[config.mk]
export PLATFORM = sky130hd
export DESIGN_NAME = hazard_scoreboard_unit_flat
export DESIGN_NICKNAME = d
export VERILOG_FILES = /design/src/rtl/hazard_scoreboard_unit_if.sv /design/src/rtl/hazard_scoreboard_unit.sv /design/src/flat_wrapper.sv
export SDC_FILE = /design/constraint.sdc
export NUM_CORES = 1
export LEC_CHECK = 0
export CELL_PAD_IN_SITES_DETAIL_PLACEMENT = 2
export CELL_PAD_IN_SITES_GLOBAL_PLACEMENT = 2
export CORE_MARGIN = 10
export CORE_UTILIZATION = 29
export DETAILED_ROUTE_END_ITERATION = 8
export GPL_TIMING_DRIVEN = 0
export PLACE_DENSITY = 0.86
export SETUP_SLACK_MARGIN = 0.5
export SLEW_MARGIN = 10
export SYNTH_ARGS = -nofsm -noshare
export SYNTH_HDL_FRONTEND = slang
export SYNTH_SLANG_ARGS = --single-unit
[constraint.sdc]
create_clock -name clk -period 2.8 [get_ports clk]
set_input_delay 0.28 -clock clk [delete_from_list [all_inputs] [get_ports clk]]
set_output_delay 0.28 -clock clk [all_outputs]
set_load 0.02 [all_outputs]
[src/rtl/hazard_scoreboard_unit_if.sv]
// hazard_scoreboard_unit_if: pipeline-to-hazard-unit signal bundle.
// Ports/modports: master = pipeline side (drives stage fields, receives forward/stall/flush),
// slave = hazard unit side (receives stage fields, drives forward/stall/flush/outstanding).
interface hazard_scoreboard_unit_if #(
  parameter int REG_W = 5,
  parameter int MAX_OUTSTANDING = 4
);
  localparam int OW = $clog2(MAX_OUTSTANDING + 1);
  logic [REG_W-1:0] rs1_D, rs2_D, rd_D;
  logic uses_rs1_D, uses_rs2_D, RegWrite_D, long_D;
  logic [REG_W-1:0] rs1_E, rs2_E, rd_E;
  logic RegWrite_E, MemRead_E, long_E, PCSrc_E;
  logic RegWrite_M, RegWrite_W, long_done;
  logic [REG_W-1:0] rd_M, rd_W, long_rd;
  logic [1:0] ForwardA_E, ForwardB_E;
  logic stall_F, stall_D, flush_D, flush_E;
  logic [OW-1:0] outstanding;
  modport master (
    output rs1_D, rs2_D, rd_D, uses_rs1_D, uses_rs2_D, RegWrite_D, long_D,
    output rs1_E, rs2_E, rd_E, RegWrite_E, MemRead_E, long_E, PCSrc_E,
    output RegWrite_M, rd_M, RegWrite_W, rd_W, long_done, long_rd,
    input ForwardA_E, ForwardB_E, stall_F, stall_D, flush_D, flush_E, outstanding
  );
  modport slave (
    input rs1_D, rs2_D, rd_D, uses_rs1_D, uses_rs2_D, RegWrite_D, long_D,
    input rs1_E, rs2_E, rd_E, RegWrite_E, MemRead_E, long_E, PCSrc_E,
    input RegWrite_M, rd_M, RegWrite_W, rd_W, long_done, long_rd,
    output ForwardA_E, ForwardB_E, stall_F, stall_D, flush_D, flush_E, outstanding
  );
endinterface

[src/rtl/hazard_scoreboard_unit.sv]
// hazard_scoreboard_unit: RV32I forwarding, load/long-use stall, branch flush and mul/div scoreboard.
// Ports: clk, rst_n (async active-low), bus (hazard_scoreboard_unit_if.slave).
// Optional HAZARD_PERF_EN adds stall_cycles/flush_cycles saturating 32-bit counters.
module hazard_scoreboard_unit #(
  parameter int NUM_REGS = 32,
  parameter int REG_W = 5,
  parameter int MAX_OUTSTANDING = 4
) (
  input logic clk,
  input logic rst_n,
  hazard_scoreboard_unit_if.slave bus
`ifdef HAZARD_PERF_EN
  ,
  output logic [31:0] stall_cycles,
  output logic [31:0] flush_cycles
`endif
);
  localparam int OW = $clog2(MAX_OUTSTANDING + 1);
  logic [NUM_REGS-1:0] pending, pending_n;
  logic [OW-1:0] count;
  logic set, clr, lu_stall, sb_stall, cap_stall, stall;
  assign bus.ForwardA_E = (bus.RegWrite_M && bus.rd_M != '0 && bus.rd_M == bus.rs1_E) ? 2'b10 :
                          (bus.RegWrite_W && bus.rd_W != '0 && bus.rd_W == bus.rs1_E) ? 2'b01 : 2'b00;
  assign bus.ForwardB_E = (bus.RegWrite_M && bus.rd_M != '0 && bus.rd_M == bus.rs2_E) ? 2'b10 :
                          (bus.RegWrite_W && bus.rd_W != '0 && bus.rd_W == bus.rs2_E) ? 2'b01 : 2'b00;
  assign lu_stall = (bus.MemRead_E || bus.long_E) && bus.RegWrite_E && bus.rd_E != '0 &&
                    ((bus.uses_rs1_D && bus.rs1_D == bus.rd_E) || (bus.uses_rs2_D && bus.rs2_D == bus.rd_E));
  // Registered pending bits only: a result completing this cycle releases the stall next cycle.
  assign sb_stall = (bus.uses_rs1_D && pending[bus.rs1_D]) || (bus.uses_rs2_D && pending[bus.rs2_D]) ||
                    (bus.RegWrite_D && pending[bus.rd_D]);
  assign cap_stall = bus.long_D && count == OW'(MAX_OUTSTANDING);
  assign stall = lu_stall || sb_stall || cap_stall;
  assign bus.stall_F = stall && !bus.PCSrc_E;
  assign bus.stall_D = stall && !bus.PCSrc_E;
  assign bus.flush_E = stall || bus.PCSrc_E;
  assign bus.flush_D = bus.PCSrc_E;
  assign bus.outstanding = count;
  always_comb begin
    set = bus.long_E && bus.RegWrite_E && bus.rd_E != '0;
    clr = bus.long_done && bus.long_rd != '0 && pending[bus.long_rd];
    pending_n = pending;
    if (clr) pending_n[bus.long_rd] = 1'b0;
    if (set) pending_n[bus.rd_E] = 1'b1;
    pending_n[0] = 1'b0;
  end
  always_ff @(posedge clk or negedge rst_n) begin
    if (!rst_n) begin
      pending <= '0;
      count <= '0;
    end else begin
      pending <= pending_n;
      if (set && !clr && count != OW'(MAX_OUTSTANDING)) count <= count + 1'b1;
      else if (clr && !set && count != '0) count <= count - 1'b1;
    end
  end
`ifdef HAZARD_PERF_EN
  always_ff @(posedge clk or negedge rst_n) begin
    if (!rst_n) begin
      stall_cycles <= '0;
      flush_cycles <= '0;
    end else begin
      if (bus.stall_D && stall_cycles != '1) stall_cycles <= stall_cycles + 1'b1;
      if (bus.flush_D && flush_cycles != '1) flush_cycles <= flush_cycles + 1'b1;
    end
  end
`endif
endmodule

[src/flat_wrapper.sv]
// flat-port wrapper written by rule: the top's interface ports become plain ports
module hazard_scoreboard_unit_flat 
#(
  parameter int NUM_REGS = 32,
  parameter int REG_W = 5,
  parameter int MAX_OUTSTANDING = 4
)
  (clk, rst_n, bus_rs1_D, bus_rs2_D, bus_rd_D, bus_uses_rs1_D, bus_uses_rs2_D, bus_RegWrite_D, bus_long_D, bus_rs1_E, bus_rs2_E, bus_rd_E, bus_RegWrite_E, bus_MemRead_E, bus_long_E, bus_PCSrc_E, bus_RegWrite_M, bus_rd_M, bus_RegWrite_W, bus_rd_W, bus_long_done, bus_long_rd, bus_ForwardA_E, bus_ForwardB_E, bus_stall_F, bus_stall_D, bus_flush_D, bus_flush_E, bus_outstanding);
  hazard_scoreboard_unit_if #(.REG_W(REG_W), .MAX_OUTSTANDING(MAX_OUTSTANDING)) bus_i ();
  input logic clk;
  input logic rst_n;
  input wire logic [$bits(bus_i.rs1_D)-1:0] bus_rs1_D;
  input wire logic [$bits(bus_i.rs2_D)-1:0] bus_rs2_D;
  input wire logic [$bits(bus_i.rd_D)-1:0] bus_rd_D;
  input wire logic [$bits(bus_i.uses_rs1_D)-1:0] bus_uses_rs1_D;
  input wire logic [$bits(bus_i.uses_rs2_D)-1:0] bus_uses_rs2_D;
  input wire logic [$bits(bus_i.RegWrite_D)-1:0] bus_RegWrite_D;
  input wire logic [$bits(bus_i.long_D)-1:0] bus_long_D;
  input wire logic [$bits(bus_i.rs1_E)-1:0] bus_rs1_E;
  input wire logic [$bits(bus_i.rs2_E)-1:0] bus_rs2_E;
  input wire logic [$bits(bus_i.rd_E)-1:0] bus_rd_E;
  input wire logic [$bits(bus_i.RegWrite_E)-1:0] bus_RegWrite_E;
  input wire logic [$bits(bus_i.MemRead_E)-1:0] bus_MemRead_E;
  input wire logic [$bits(bus_i.long_E)-1:0] bus_long_E;
  input wire logic [$bits(bus_i.PCSrc_E)-1:0] bus_PCSrc_E;
  input wire logic [$bits(bus_i.RegWrite_M)-1:0] bus_RegWrite_M;
  input wire logic [$bits(bus_i.rd_M)-1:0] bus_rd_M;
  input wire logic [$bits(bus_i.RegWrite_W)-1:0] bus_RegWrite_W;
  input wire logic [$bits(bus_i.rd_W)-1:0] bus_rd_W;
  input wire logic [$bits(bus_i.long_done)-1:0] bus_long_done;
  input wire logic [$bits(bus_i.long_rd)-1:0] bus_long_rd;
  output wire logic [$bits(bus_i.ForwardA_E)-1:0] bus_ForwardA_E;
  output wire logic [$bits(bus_i.ForwardB_E)-1:0] bus_ForwardB_E;
  output wire logic [$bits(bus_i.stall_F)-1:0] bus_stall_F;
  output wire logic [$bits(bus_i.stall_D)-1:0] bus_stall_D;
  output wire logic [$bits(bus_i.flush_D)-1:0] bus_flush_D;
  output wire logic [$bits(bus_i.flush_E)-1:0] bus_flush_E;
  output wire logic [$bits(bus_i.outstanding)-1:0] bus_outstanding;
  assign bus_i.rs1_D = bus_rs1_D;
  assign bus_i.rs2_D = bus_rs2_D;
  assign bus_i.rd_D = bus_rd_D;
  assign bus_i.uses_rs1_D = bus_uses_rs1_D;
  assign bus_i.uses_rs2_D = bus_uses_rs2_D;
  assign bus_i.RegWrite_D = bus_RegWrite_D;
  assign bus_i.long_D = bus_long_D;
  assign bus_i.rs1_E = bus_rs1_E;
  assign bus_i.rs2_E = bus_rs2_E;
  assign bus_i.rd_E = bus_rd_E;
  assign bus_i.RegWrite_E = bus_RegWrite_E;
  assign bus_i.MemRead_E = bus_MemRead_E;
  assign bus_i.long_E = bus_long_E;
  assign bus_i.PCSrc_E = bus_PCSrc_E;
  assign bus_i.RegWrite_M = bus_RegWrite_M;
  assign bus_i.rd_M = bus_rd_M;
  assign bus_i.RegWrite_W = bus_RegWrite_W;
  assign bus_i.rd_W = bus_rd_W;
  assign bus_i.long_done = bus_long_done;
  assign bus_i.long_rd = bus_long_rd;
  assign bus_ForwardA_E = bus_i.ForwardA_E;
  assign bus_ForwardB_E = bus_i.ForwardB_E;
  assign bus_stall_F = bus_i.stall_F;
  assign bus_stall_D = bus_i.stall_D;
  assign bus_flush_D = bus_i.flush_D;
  assign bus_flush_E = bus_i.flush_E;
  assign bus_outstanding = bus_i.outstanding;
  hazard_scoreboard_unit #(.NUM_REGS(NUM_REGS), .REG_W(REG_W), .MAX_OUTSTANDING(MAX_OUTSTANDING)) u_core (.clk(clk), .rst_n(rst_n), .bus(bus_i));
endmodule
==> results.tsv <==
stage	metric	value	unit
final_layout	fillers	1152	
final_layout	utilization after layout	0.426	
timing	Tcrit/Tclk final	1.01	
critical_path	Reg2Reg Depth	9	
timing	Setup Viol. Count Final	3	
final_layout	layout cells sized above 1	0.383	
pwr	Cell Pwr Density	498	nW/um2
clock_tree	clk buf depth	2	
route	vias per cell	5.91	
floorplan	Core Area	10700	um2
synthesis	Area contributors post-synth	dfrtp_1 (27%), mux4_2 (19%), xor2_1 (6.4%), mux2i_1 (5.4%), o21ai_0 (3.6%)	
floorplan	Die Span X	124	um
synthesis	Yosys cell types	48	
place	Inst Count DP	516	
clock_tree	CTS Buf Count	5	
floorplan	IO Pins	69	
route	Post-Route WL	14400	um
critical_path	Worst Setup Path Type	reg2out	
critical_path	CP Launch Type	flip-flop	
synthesis	top post-synthesis cells by count	dfrtp_1 (34), mux4_2 (26), o21ai_0 (23), xor2_1 (23), nand2_1 (20)	
synthesis	Ys Warns	0	
synthesis	Syn Inst Count	320	
grt	first-pass GRT wire length	22000	um
place	Final GP Congestion	0.853	
grt	grt ovf	0	
critical_path	Worst setup EP type	primary output	
route	Iteration-0 DRC Markers	175	
floorplan	Die ar.	15500	um2
route	DRT antenna net count	0	
synthesis	synthesized area per cell	9.89	um2
final_layout	nets@finish	460	
grt	Top Usage Layer GRT	met2	
timing	clock skew	0.0100	ns
min_path	Worst Hold Class	in2async	
final_layout	# diodes	0	
place	Post-DP HPWL	10100	um
run_status	status	finished with violations	
critical_path	Worst EP arrival	2.55	ns
clock_tree	cts hold-fix bufs	0	
run_status	failing checks	negative setup slack	
clock_tree	clock-pin slew on the worst setup and hold paths	0.07	ns
pwr	total power	2.28	mW
grt	vias in the first global route	3697	
timing	Slew @ Worst Pin	1.25	ns
timing	RSZ-0062 raised after global routing	true	
synthesis	Yosys reg bits	34	
synthesis	cell type with the largest total area after synthesis	dfrtp_1	
synthesis	Yosys top cell area share	0.269	
grt	gr usage total	0.174	
grt	met2 Usage GRT	0.310	
synthesis	most instantiated library cell after synthesis	dfrtp_1	
place	dpl cell area	3970	um2
final_layout	Area Overhead vs Synth	44.7	%
pwr	Lkg Pwr	1.73	nW
grt	initial antenna violation count	0	
timing	final hold viol count	0	
synthesis	commonest register cell after synthesis	dfrtp_1	
grt	largest net degree at the start of global routing	35	
clock_tree	H-tree levels	2	
final_layout	Cell Count, Final, Fillers Out	542	
timing	final hold slack	0.0775	ns
timing	fmax	0.353	GHz
timing	worst setup margin	-0.0319	ns
place	DP Worst Slack	-0.717	ns
clock_tree	CTS Root Cell	clkbuf_8	
floorplan	Initial Util	0.294	
grt	M1 GR Usage	0.209	
route	via count	3204	
route	drt first pass iters	5	
place	port bufs	56	
timing	max-slew violation count	0	
floorplan	Die Ht	124	um
clock_tree	CTS tree	built	
timing	crit path time final	2.83	ns
route	DR WL/cell	26.5	um
synthesis	synthesized area	3160	um2
floorplan	Rows	38	
synthesis	fraction of registers with async set/reset	1.00	
critical_path	Data required, critical path	2.52	ns
timing	Fin Setup TNS	-0.0549	ns
flow_run	maxcap violations	0	
final_layout	design area	4580	um2
grt	GR Util met3	0.0281	
critical_path	largest fanout on the critical path	5	
route	drt drc	0	
synthesis	Syn Nets	379	
clock_tree	clock sinks	34	
pwr	Peak VDD IR	0.159	mV
clock_tree	Worst-Skew Late Latency	0.29	ns
timing	Slew Limit Headroom	0.167	
synthesis	sequential share of the synthesized area	0.269	
synthesis	number of enable flip-flop cells after synthesis	0	
-- final timing paths --
kind / endpoint / from / slack (ns)
max: bus_stall_F / u_core.pending[25] / -0.03
min: u_core.pending[28] / rst_n / 0.08
max reg2reg: u_core.bus.outstanding[2] / u_core.pending[27] / -0.01
min reg2reg: u_core.pending[12] / u_core.pending[12] / 0.58
max in group asynchronous: u_core.pending[18] / rst_n / 2.15
min in group clk: u_core.pending[8] / bus_long_rd[4] / 0.45
-- layout by cell type, fill, tap and decap left out, types with 3 or more instances in the layout --
cell type        count
clkbuf_2             3
buf_12               3
o2bb2ai_2            9
or3_1                3
o21ai_2              7
xor2_1              22
buf_6                9
xnor2_1              8
buf_2                4
dlymetal6s2s_1       4
nor3b_2              3
or4_1                4
nor3_1               7
nand3_1              7
buf_8                3
mux4_2              26
clkdlybuf4s50_1     34
buf_4               14
nand2_2              7
nand3b_1             5
dfrtp_1             22
dlygate4sd2_1       11
clkbuf_1             6
nor2_1              11
o21ai_0             12
a22o_1               4
dfrtp_2             12
or2_2                6
or3b_4               3
and3_1               3
mux2i_1             17
nand2_1             12
o21ai_1             21
mux2_2               5
clkbuf_8             7
nand2b_1             5
a21oi_1              6
nor4_1               5
nand3_4              7
-- repair_timing --
| item | in CTS | in global routing |
|---|---|---|
| cloned | 0 | 0 |
| gates resized for setup | 89 | 56 |
| endpoints found under the setup margin | 41 | 39 |
| buffers inserted | 10 | 8 |
| pin swaps | 21 | 19 |
-- area by class of cell --
cell class                 instances  area [um2]  area share
clock buffer                       7        86.3      0.0189
multi-input combinational        263        2540       0.555
sequential                        34         866       0.189
timing repair buffer              74         723       0.158
clock inverter                     1        5.00     0.00109
buffer                            21         173      0.0377
inverter                           2        7.51     0.00164
tap                              140         175      0.0383
-- power breakdown --
part	switching, mW	internal (mW)	total (mW)	leakage (nW)
sequential	0.218	0.611	0.829	0.415
clock	0.188	0.199	0.386	0.0482
combinational	0.484	0.581	1.07	1.26
-- cells by family (layout without fill, tap and decap cells) --
kind of cell    count (synthesis)  in the layout  synth area share
compound gates                 75             75             0.151
xor+xnor                       32             32            0.0886
fa+ha+maj                       1              1           0.00633
buf+inv                        23            105            0.0348
flops                          34             34             0.269
mux                            49             49             0.260
simple gates                  106            106             0.190
-- flip-flops by register name, summed over array words and instances, names as in the netlist --
signal and count:
u_core.bus.outstanding 3, u_core.pending 31
-- worst max-delay path, cell delays in order (launching register included) --
cell,delay (ns)
dfrtp_1,0.47
mux4_2,0.49
mux4_2,0.47
mux2_4,0.28
a211oi_4,0.26
nor2_4,0.05
buf_6,0.11
buf_6,0.12
-- metal layers --
layer | wire (um) | up-vias
met3 | 752 | 29
met1 | 6050 | 1659
met5 | 0 | -
li1 | - | 1384
met2 | 7200 | 132
met4 | 363 | 0
Power figures use the tool's default switching activity.
